`config.mk`:
```
export PLATFORM = sky130hd
export DESIGN_NAME = sprite_mover
export DESIGN_NICKNAME = d
export VERILOG_FILES = /design/src/rtl/sprite_mover.sv
export SDC_FILE = /design/constraint.sdc
export NUM_CORES = 1
export LEC_CHECK = 0
export CORE_MARGIN = 2
export CORE_UTILIZATION = 25
export CTS_BUF_LIST = sky130_fd_sc_hd__clkbuf_16
export DETAILED_ROUTE_END_ITERATION = 8
export HOLD_SLACK_MARGIN = 0.02
export PLACE_DENSITY = 0.49
export SLEW_MARGIN = 20
export SYNTH_ARGS = -nofsm -noshare
export SYNTH_HDL_FRONTEND = slang
export SYNTH_SLANG_ARGS = --single-unit
```
`constraint.sdc`:
```
create_clock -name CLK_100MHz -period 1.9 [get_ports CLK_100MHz]
set_input_delay 0.19 -clock CLK_100MHz [delete_from_list [all_inputs] [get_ports CLK_100MHz]]
set_output_delay 0.19 -clock CLK_100MHz [all_outputs]
set_load 0.01 [all_outputs]
```
`src/rtl/sprite_mover.sv`:
```
// Bouncing sprite position generator: moves a sprite diagonally, clamping and reversing at the screen edges.
// Optional macro SPRITE_TICK_BOTH_EDGES_EN: update on both CLK_update edges instead of rising edges only.
module sprite_mover #(
   parameter int unsigned SCREEN_W = 640,
   parameter int unsigned SCREEN_H = 480,
   parameter int unsigned SPRITE_W = 16,
   parameter int unsigned SPRITE_H = 16,
   parameter int unsigned STEP     = 2,
   parameter int unsigned START_X  = 100,
   parameter int unsigned START_Y  = 100
) (
   input  logic       CLK_100MHz,
   input  logic       RST_n,
   input  logic       CLK_update,
   input  logic       start,
   input  logic       stop,
   input  logic       home,
   output logic [9:0] sprite_x,
   output logic [9:0] sprite_y,
   output logic       dir_x,
   output logic       dir_y,
   output logic       running,
   output logic       hit_edge
);

   localparam int unsigned POS_W = 10;
   localparam logic [POS_W-1:0] XMAX    = POS_W'(SCREEN_W - SPRITE_W);
   localparam logic [POS_W-1:0] YMAX    = POS_W'(SCREEN_H - SPRITE_H);
   localparam logic [POS_W-1:0] STEP_V  = POS_W'(STEP);
   localparam logic [POS_W-1:0] HOME_X  = POS_W'(START_X);
   localparam logic [POS_W-1:0] HOME_Y  = POS_W'(START_Y);

   typedef enum logic {IDLE = 1'b0, RUN = 1'b1} state_t;

   state_t           state_q, state_d;
   logic [POS_W-1:0] x_q, x_d, y_q, y_d;
   logic             dir_x_q, dir_x_d, dir_y_q, dir_y_d;
   logic             running_q, running_d;
   logic             hit_q, hit_d;
   logic             sync1_q, sync2_q, sync3_q;
   logic             tick_c;
   logic [POS_W+1:0] step_x_c, step_y_c;

   // One axis move; result packs {clamped, new_dir, new_pos}. Sum is one bit wider so it never wraps.
   function automatic logic [POS_W+1:0] axis_step(input logic [POS_W-1:0] pos,
                                                  input logic             dir,
                                                  input logic [POS_W-1:0] lim);
      logic [POS_W:0] sum;
      sum = {1'b0, pos} + {1'b0, STEP_V};
      if (dir) begin
         if (sum >= {1'b0, lim}) return {1'b1, 1'b0, lim};
         else                    return {1'b0, 1'b1, sum[POS_W-1:0]};
      end else begin
         if (pos <= STEP_V) return {1'b1, 1'b1, POS_W'(0)};
         else               return {1'b0, 1'b0, pos - STEP_V};
      end
   endfunction

`ifdef SPRITE_TICK_BOTH_EDGES_EN
   assign tick_c = sync2_q ^ sync3_q;
`else
   assign tick_c = sync2_q & ~sync3_q;
`endif

   assign step_x_c = axis_step(x_q, dir_x_q, XMAX);
   assign step_y_c = axis_step(y_q, dir_y_q, YMAX);

   // Next-state: home beats stop beats start; ticks only move the sprite in RUN with no control active.
   always_comb begin
      state_d   = state_q;
      x_d       = x_q;
      y_d       = y_q;
      dir_x_d   = dir_x_q;
      dir_y_d   = dir_y_q;
      hit_d     = 1'b0;
      if (home) begin
         state_d = IDLE;
         x_d     = HOME_X;
         y_d     = HOME_Y;
         dir_x_d = 1'b1;
         dir_y_d = 1'b1;
      end else begin
         case (state_q)
            IDLE: begin
               if (!stop && start) state_d = RUN;
            end
            RUN: begin
               if (stop) begin
                  state_d = IDLE;
               end else if (tick_c) begin
                  x_d     = step_x_c[POS_W-1:0];
                  dir_x_d = step_x_c[POS_W];
                  y_d     = step_y_c[POS_W-1:0];
                  dir_y_d = step_y_c[POS_W];
                  hit_d   = step_x_c[POS_W+1] | step_y_c[POS_W+1];
               end
            end
            default: state_d = IDLE;
         endcase
      end
      running_d = (state_d == RUN);
   end

   always_ff @(posedge CLK_100MHz or negedge RST_n) begin
      if (!RST_n) begin
         state_q   <= IDLE;
         x_q       <= HOME_X;
         y_q       <= HOME_Y;
         dir_x_q   <= 1'b1;
         dir_y_q   <= 1'b1;
         running_q <= 1'b0;
         hit_q     <= 1'b0;
         sync1_q   <= 1'b0;
         sync2_q   <= 1'b0;
         sync3_q   <= 1'b0;
      end else begin
         state_q   <= state_d;
         x_q       <= x_d;
         y_q       <= y_d;
         dir_x_q   <= dir_x_d;
         dir_y_q   <= dir_y_d;
         running_q <= running_d;
         hit_q     <= hit_d;
         sync1_q   <= CLK_update;
         sync2_q   <= sync1_q;
         sync3_q   <= sync2_q;
      end
   end

   assign sprite_x = x_q;
   assign sprite_y = y_q;
   assign dir_x    = dir_x_q;
   assign dir_y    = dir_y_q;
   assign running  = running_q;
   assign hit_edge = hit_q;

endmodule

```
==> results.yml, run 1 <==
run_status:
  result_of_the_run: "finished, violations left"
  violations: "setup timing"
logic_synthesis:
  post_synth_most_frequent_cells: "sky130_fd_sc_hd__nor2_1, sky130_fd_sc_hd__nand2_1, sky130_fd_sc_hd__a21oi_1, sky130_fd_sc_hd__dfrtp_1, sky130_fd_sc_hd__o21ai_0"
  yosys_most_used_dff: "sky130_fd_sc_hd__dfrtp_1"
  async_set_reset_flop_share_out_of_synthesis: 1.00
  synth_most_common_cell: "sky130_fd_sc_hd__nor2_1"
  mappedNetlistArea_sq_um: 2190
  synthesis.yosys.warnings: 0
  synth_cells: 264
  number_of_flops_mapped_to_enable_cells_by_yosys: 0
  ys_seq_area_frac: 0.290
  synth_largest_area_cell: "sky130_fd_sc_hd__dfrtp_1"
  postSynthAreaPerCell_sq_um: 8.31
  postSynthRegisterBits: 25
  synthTopCellsByArea: "sky130_fd_sc_hd__dfrtp_1, sky130_fd_sc_hd__dfstp_2, sky130_fd_sc_hd__nor2_1, sky130_fd_sc_hd__nand2_1, sky130_fd_sc_hd__a21oi_1"
  distinct_cells_synth: 74
  synth_top_area_share: 0.194
setup_path:
  timing.critical_path.slowest_stage_cell: "sky130_fd_sc_hd__dfstp_2"
  crit_fanout: 6
  worst-endpoint-arrival_ns: 2.24
  setup_crit_end_kind: "flop"
  critPathTopFamily: "compound AO/OA/AOI/OAI gates"
  worstPathCellList: "ha_4, nand3_4, o21a_1, or2_1, a41oi_4, buf_4, nand2_1, a21oi_1"
  critical_path_required_ns: 2.08
  crit_path_class: "flop to flop"
  timing.critical_path.from_type: "flop"
  timing.critical_path.slowest_cell_delay_ns: 0.60
  worst_path_buffer_plus_inverter_count: 1
place:
  gp_congestion: 0.854
  placement.cell_area_sq_um: 3070
  io_buffer_count: 27
  dpl.hpwl_microns: 5130
sta:
  post-route-min-period_ns: 2.06
  tns_ns: -1.32
  fin_worst_skew_ns: 0.00382
  finalSetupViolations: 13
  rsz0062_at_grt: "yes"
  whs_ns: 0.293
  hold_violations: 0
  achievable-frequency_mhz: 486
  finalWorstSetupSlack_ns: -0.158
  period_share: 1.08
  drv_slew: 0
routing:
  routedWlPerCell_microns: 15.2
  postRouteWirelength_microns: 6920
  dr.pass1.iters: 5
  vias: 2322
  drcViolationCount: 0
  drt_iter0_markers: 226
  vias_per_cell: 5.10
  route.antenna.remaining_nets: 0
die:
  core_region_area_sq_um: 8590
  pin_count: 30
  row_count: 34
  die_w_microns: 97.7
  die_area_sq_um: 9540
  die_h_microns: 97.7
  floorplan.initialDensity: 0.255
power_and_ir_drop:
  vdd_ir_drop_max_v: 0.000254
  switchingPower_uw: 245
  pwr-share-clk: 0.430
  sw_frac_of_total: 0.222
  pleak_nw: 1.33
  post-layout-total-power_mw: 1.11
  power.sequential.fraction: 0.493
  combinational_share_of_power: 0.077
  power_density_over_the_cells_nw_per_um2: 327
  power.internal_uw: 861
final_layout:
  n_antenna_cell: 0
  layout-drive-gt1-share: 0.392
  num-nets-final: 360
  post-route-cell-area_sq_um: 3380
  flow.area_growth_from_synthesis_pct: 54.2
  final_util: 0.394
global_route:
  grt_antenna_before_repair: 0
  grt_pass1_vias: 2247
  grt_start_max_net_pins: 26
  grt_pass1_wl_microns: 11300
  globalRouteTotalUtil: 0.144
  grt_overflow: 0
cts:
  clkSlewWorstSetupHoldPaths_ns: 0.07
  cts-htree-levels: 1
  numClockSinks: 25
  tritoncts.num_buffers: 3
  insertion_delay_ns: 0.26
  clockRootBuffer: "sky130_fd_sc_hd__clkbuf_16"
  cts.path.max_buffers: 2
  tritoncts_clock_tree: "yes"
flow_run:
  max_cap_viol_count: 0
worst_hold_path:
  timing.hold.worst.class: "primary input to asynchronous set/reset pin"
==> registers in the layout, summed over array words and instances, names as in the netlist <==
| name | count |
|---|---|
| dir_x | 1 |
| running | 1 |
| sync1_q | 1 |
| sync3_q | 1 |
| sprite_y | 9 |
| dir_y | 1 |
| sync2_q | 1 |
| hit_edge | 1 |
| sprite_x | 9 |
==> placed cells by master, fill, tap and decap left out, types with 6 or more instances in the layout <==
cell / instances
sky130_fd_sc_hd__dfrtp_1: 15
sky130_fd_sc_hd__dfstp_2: 8
sky130_fd_sc_hd__nand3_1: 6
sky130_fd_sc_hd__o21ai_0: 6
sky130_fd_sc_hd__nor2_1: 22
sky130_fd_sc_hd__nand2_1: 22
sky130_fd_sc_hd__inv_1: 9
sky130_fd_sc_hd__buf_4: 72
sky130_fd_sc_hd__a21oi_1: 14
sky130_fd_sc_hd__clkdlybuf4s50_1: 27
sky130_fd_sc_hd__o21ai_1: 7
sky130_fd_sc_hd__nor3_1: 7
sky130_fd_sc_hd__xnor2_1: 6
==> metal layers <==
metal,global-route usage,share of wire,up-vias
met3,0.0194,0.046,6
met4,0.0353,0.0069,0
met2,0.225,0.46,74
li1,-,-,1134
met5,0,0,-
met1,0.209,0.48,1108
==> cells by family after synthesis <==
family / share of synthesized area
AOI/OAI and AO/OA: 0.272
xor gates and xnor gates: 0.0439
adders and majority gates: 0.0342
buffers and inverters: 0.0799
DFF: 0.290
muxes: 0.0280
other: 0.00171
and+or+nand+nor: 0.250
==> worst reg2reg max path, delay by kind of cell, from the launching register on <==
family                     cells  cell delay [ns]
AOI/OAI and AO/OA              3             0.62
adders and majority gates      1             0.19
buffers and inverters          1             0.18
DFF                            1             0.60
and+or+nand+nor                3             0.39
==> through the flow <==
step | setup WS (ns) | cells
after CTS | -0.167 | 451
after global placement | -0.159 | 444
after floorplan | -0.0567 | 265
after detailed placement | -0.180 | 444
after global routing | -0.262 | 455
final | -0.158 | 455
==> power by group through the flow <==
stage	clock, mW	sequential, mW	combinational, mW
after floorplan	0	0.555	0.0303
after global placement	0	0.555	0.0810
after detailed placement	0	0.555	0.0808
after CTS	0.497	0.545	0.0826
after global routing	0.521	0.546	0.0928
final	0.476	0.545	0.0850
==> final cells by class <==
| class | count | area, sq um |
|---|---|---|
| inverters | 11 | 41.3 |
| multi-input cells | 205 | 1630 |
| clock buffers | 3 | 75.1 |
| fillers | 871 | 5210 |
| well taps | 108 | 135 |
| repair buffers | 102 | 853 |
| clock inverters | 1 | 5.00 |
| flip-flops and latches | 25 | 638 |
==> path summary, 6_finish.rpt <==
path / end / cells past startpoint / slack, ns / from
setup / recovery: hit_edge$_DFF_PN0_ / 8 / -0.16 / sprite_x[2]$_DFFE_PN1P_
hold / removal: sprite_y[7]$_DFFE_PN0P_ / 2 / 0.29 / RST_n
setup reg to reg: hit_edge$_DFF_PN0_ / 8 / -0.16 / sprite_x[2]$_DFFE_PN1P_
hold reg to reg: sync2_q$_DFF_PN0_ / 0 / 0.35 / sync1_q$_DFF_PN0_
max in group asynchronous: sprite_x[5]$_DFFE_PN1P_ / 2 / 1.30 / RST_n
min in group CLK_100MHz: sync2_q$_DFF_PN0_ / 0 / 0.35 / sync1_q$_DFF_PN0_
==> repair_timing <==
action,4_1_cts,5_1_grt
setup endpoints to repair,17,21
pin swaps,12,10
hold endpoints to repair,0,0
resized for setup,14,28
hold buffers,0,0
setup buffers,3,4
No activity file was read; power rests on OpenSTA's default activity.
==> run 2: changes to the inputs <==
CTS_CLUSTER_SIZE = 30   (was not set)
==> results of run 2 <==
Final layout, timing and power as in run 1 (identical DEF).
==> run 3: changes to the inputs <==
ABC_AREA = 1   (was not set)
CORE_UTILIZATION = 35   (was 25)
PLACE_DENSITY = 0.63   (was 0.49)
==> results.yml, run 3 <==
final_layout:
  layout-drive-gt1-share: 0.189
  flow.area_growth_from_synthesis_pct: 31.5
  layout.cells.most_common: "sky130_fd_sc_hd__nand2_1"
  final-instance-count-excl-fill: 405
  num-nets-final: 346
  most-common-layout-cells: "sky130_fd_sc_hd__nand2_1, sky130_fd_sc_hd__inv_1, sky130_fd_sc_hd__nor2_1"
  n_antenna_cell: 0
global_route:
  grt_use_met2: 0.286
  grt_use_met1: 0.226
  globalRouteTotalUtil: 0.171
  grt_pass1_wl_microns: 8690
  globalRoute.busiestLayer: "met2"
  grt_start_max_net_pins: 26
  grt_antenna_before_repair: 0
  grt.met3_usage: 0.0250
  grt_pass1_vias: 1926
  grt_overflow: 0
sta:
  hold_violations: 0
  finalSetupViolations: 1
  rsz0062_at_grt: "yes"
  finalWorstSetupSlack_ns: -0.000641
  drv_slew: 0
  achievable-frequency_mhz: 526
  whs_ns: 0.295
  fin_worst_skew_ns: 0.00429
  post-route-min-period_ns: 1.90
  period_share: 1.00
run_status:
  result_of_the_run: "finished, violations left"
  violations: "setup timing"
setup_path:
  worstPathCellList: "ha_4, nand2_1, nor2_1, nand2_2, nor2_2, nand2_1, nand2_1, nand2_2, nor2_4, nand2_4, o21ai_2, o21ai_1"
  worst-endpoint-arrival_ns: 2.03
  reg2regPathDepth: 12
  crit_top_cell: "sky130_fd_sc_hd__nand2_1"
  crit_cells: 12
  worst_path_buffer_plus_inverter_count: 0
  timing.critical_path.slowest_stage_cell: "sky130_fd_sc_hd__dfstp_2"
  timing.critical_path.slowest_cell_delay_ns: 0.58
  crit_path_class: "flop to flop"
  critical_path_required_ns: 2.03
  timing.critical_path.from_type: "flop"
  crit_fanout: 5
  setup_crit_end_kind: "flop"
  critPathTopFamily: "simple AND/OR/NAND/NOR gates"
logic_synthesis:
  yosys_most_used_dff: "sky130_fd_sc_hd__dfrtp_1"
  synthTopCellsByArea: "sky130_fd_sc_hd__dfrtp_1, sky130_fd_sc_hd__nand2_1, sky130_fd_sc_hd__dfstp_2, sky130_fd_sc_hd__inv_1, sky130_fd_sc_hd__nand3_1"
  ys_seq_area_frac: 0.322
  distinct_cells_synth: 36
  synth_top_area_share: 0.216
  synth_largest_area_cell: "sky130_fd_sc_hd__dfrtp_1"
  postSynthRegisterBits: 25
  synth_most_common_cell: "sky130_fd_sc_hd__nand2_1"
  number_of_flops_mapped_to_enable_cells_by_yosys: 0
  synth_cells: 288
  async_set_reset_flop_share_out_of_synthesis: 1.00
  synthesis.yosys.warnings: 0
  mappedNetlistArea_sq_um: 1970
  post_synth_most_frequent_cells: "sky130_fd_sc_hd__nand2_1, sky130_fd_sc_hd__inv_1, sky130_fd_sc_hd__nor2_1"
  postSynthAreaPerCell_sq_um: 6.85
power_and_ir_drop:
  vdd_ir_drop_max_v: 0.000419
  pleak_nw: 1.30
  power_density_over_the_cells_nw_per_um2: 411
cts:
  cts.path.max_buffers: 2
  clockRootBuffer: "sky130_fd_sc_hd__clkbuf_16"
  tritoncts_clock_tree: "yes"
  insertion_delay_ns: 0.26
  clkSlewWorstSetupHoldPaths_ns: 0.07
  post_cts_hold_fix_bufs: 0
  numClockSinks: 25
  tritoncts.num_buffers: 3
  cts-htree-levels: 1
die:
  floorplan.initialDensity: 0.360
  pin_count: 30
  die_w_microns: 79.1
  row_count: 27
  die_area_sq_um: 6250
  die_h_microns: 79.1
  core_region_area_sq_um: 5470
routing:
  postRouteWirelength_microns: 5290
  routedWlPerCell_microns: 13.1
  drcViolationCount: 0
  vias_per_cell: 5.10
  drt_iter0_markers: 121
  vias: 2065
  dr.pass1.iters: 5
  route.antenna.remaining_nets: 0
place:
  gp_congestion: 0.940
  io_buffer_count: 27
  dpl.hpwl_microns: 3890
  place.detailed.instances: 391
flow_run:
  max_cap_viol_count: 0
worst_hold_path:
  timing.hold.worst.class: "primary input to asynchronous set/reset pin"
==> run 3: cell type report <==
type | count | area (sq um)
fill | 554 | 2880
tap | 72 | 90.1
clock inverter | 1 | 5.00
sequential | 25 | 637
timing repair buffer | 48 | 432
inverter | 39 | 146
clock buffer | 3 | 75.1
multi-input combinational | 217 | 1210
==> run 3: repair_timing <==
action,in CTS,in global routing
setup buffers,0,10
gates resized for setup,1,19
setup endpoints to repair,1,18
pin swaps,0,12
==> run 3: cells by family (layout without fill, tap and decap cells) <==
| kind of cell | after synthesis | count (layout) | share of synthesized area |
|---|---|---|---|
| and+or+nand+nor | 161 | 161 | 0.373 |
| buffers and inverters | 47 | 91 | 0.0990 |
| AOI/OAI and AO/OA | 34 | 34 | 0.103 |
| DFF | 25 | 25 | 0.322 |
| xor gates and xnor gates | 14 | 14 | 0.0622 |
| adders and majority gates | 6 | 6 | 0.0381 |
| other | 1 | 2 | 0.00190 |
==> run 3: final timing paths <==
| check | start | to | slack (ns) |
|---|---|---|---|
| min reg2reg | sync1_q$_DFF_PN0_ | sync2_q$_DFF_PN0_ | 0.36 |
| max | sprite_y[2]$_DFFE_PN1P_ | sprite_y[7]$_DFFE_PN0P_ | -0.0006 |
| min in group CLK_100MHz | sync1_q$_DFF_PN0_ | sync2_q$_DFF_PN0_ | 0.36 |
| max reg2reg | sprite_y[2]$_DFFE_PN1P_ | sprite_y[7]$_DFFE_PN0P_ | -0.0006 |
| max in group asynchronous | RST_n | sprite_x[5]$_DFFE_PN1P_ | 1.31 |
| min | RST_n | sync1_q$_DFF_PN0_ | 0.29 |
==> run 3: where the power goes <==
group | total [mW] | switching, mW | internal [mW]
Sequential | 0.543 | 0.00434 | 0.539
Clock | 0.464 | 0.181 | 0.283
Combinational | 0.0597 | 0.0353 | 0.0244
Total | 1.07 | 0.221 | 0.846
==> run 3: per-layer routing <==
layer / vias to the layer above / share of wire
met2: 89 / 0.48
li1: 1010 / -
met4: 0 / 0.020
met3: 13 / 0.066
met1: 953 / 0.43
met5: - / 0
==> run 3: per-stage QoR <==
| step | utilization | TNS [ns] | total power [mW] | setup WS (ns) | instance area (sq um) |
|---|---|---|---|---|---|
| 4_1_cts | 0.448 | 0 | 1.08 | 0.00534 | 2450 |
| 3_3_place_gp | 0.433 | 0 | 0.609 | 0.0432 | 2370 |
| 3_5_place_dp | 0.433 | 0 | 0.610 | 0.00175 | 2370 |
| 6_report | 0.474 | -0.000641 | 1.07 | -0.000641 | 2590 |
| 5_1_grt | 0.474 | -0.835 | 1.11 | -0.145 | 2590 |
| 2_1_floorplan | - | 0 | 0.575 | 0.148 | 1980 |
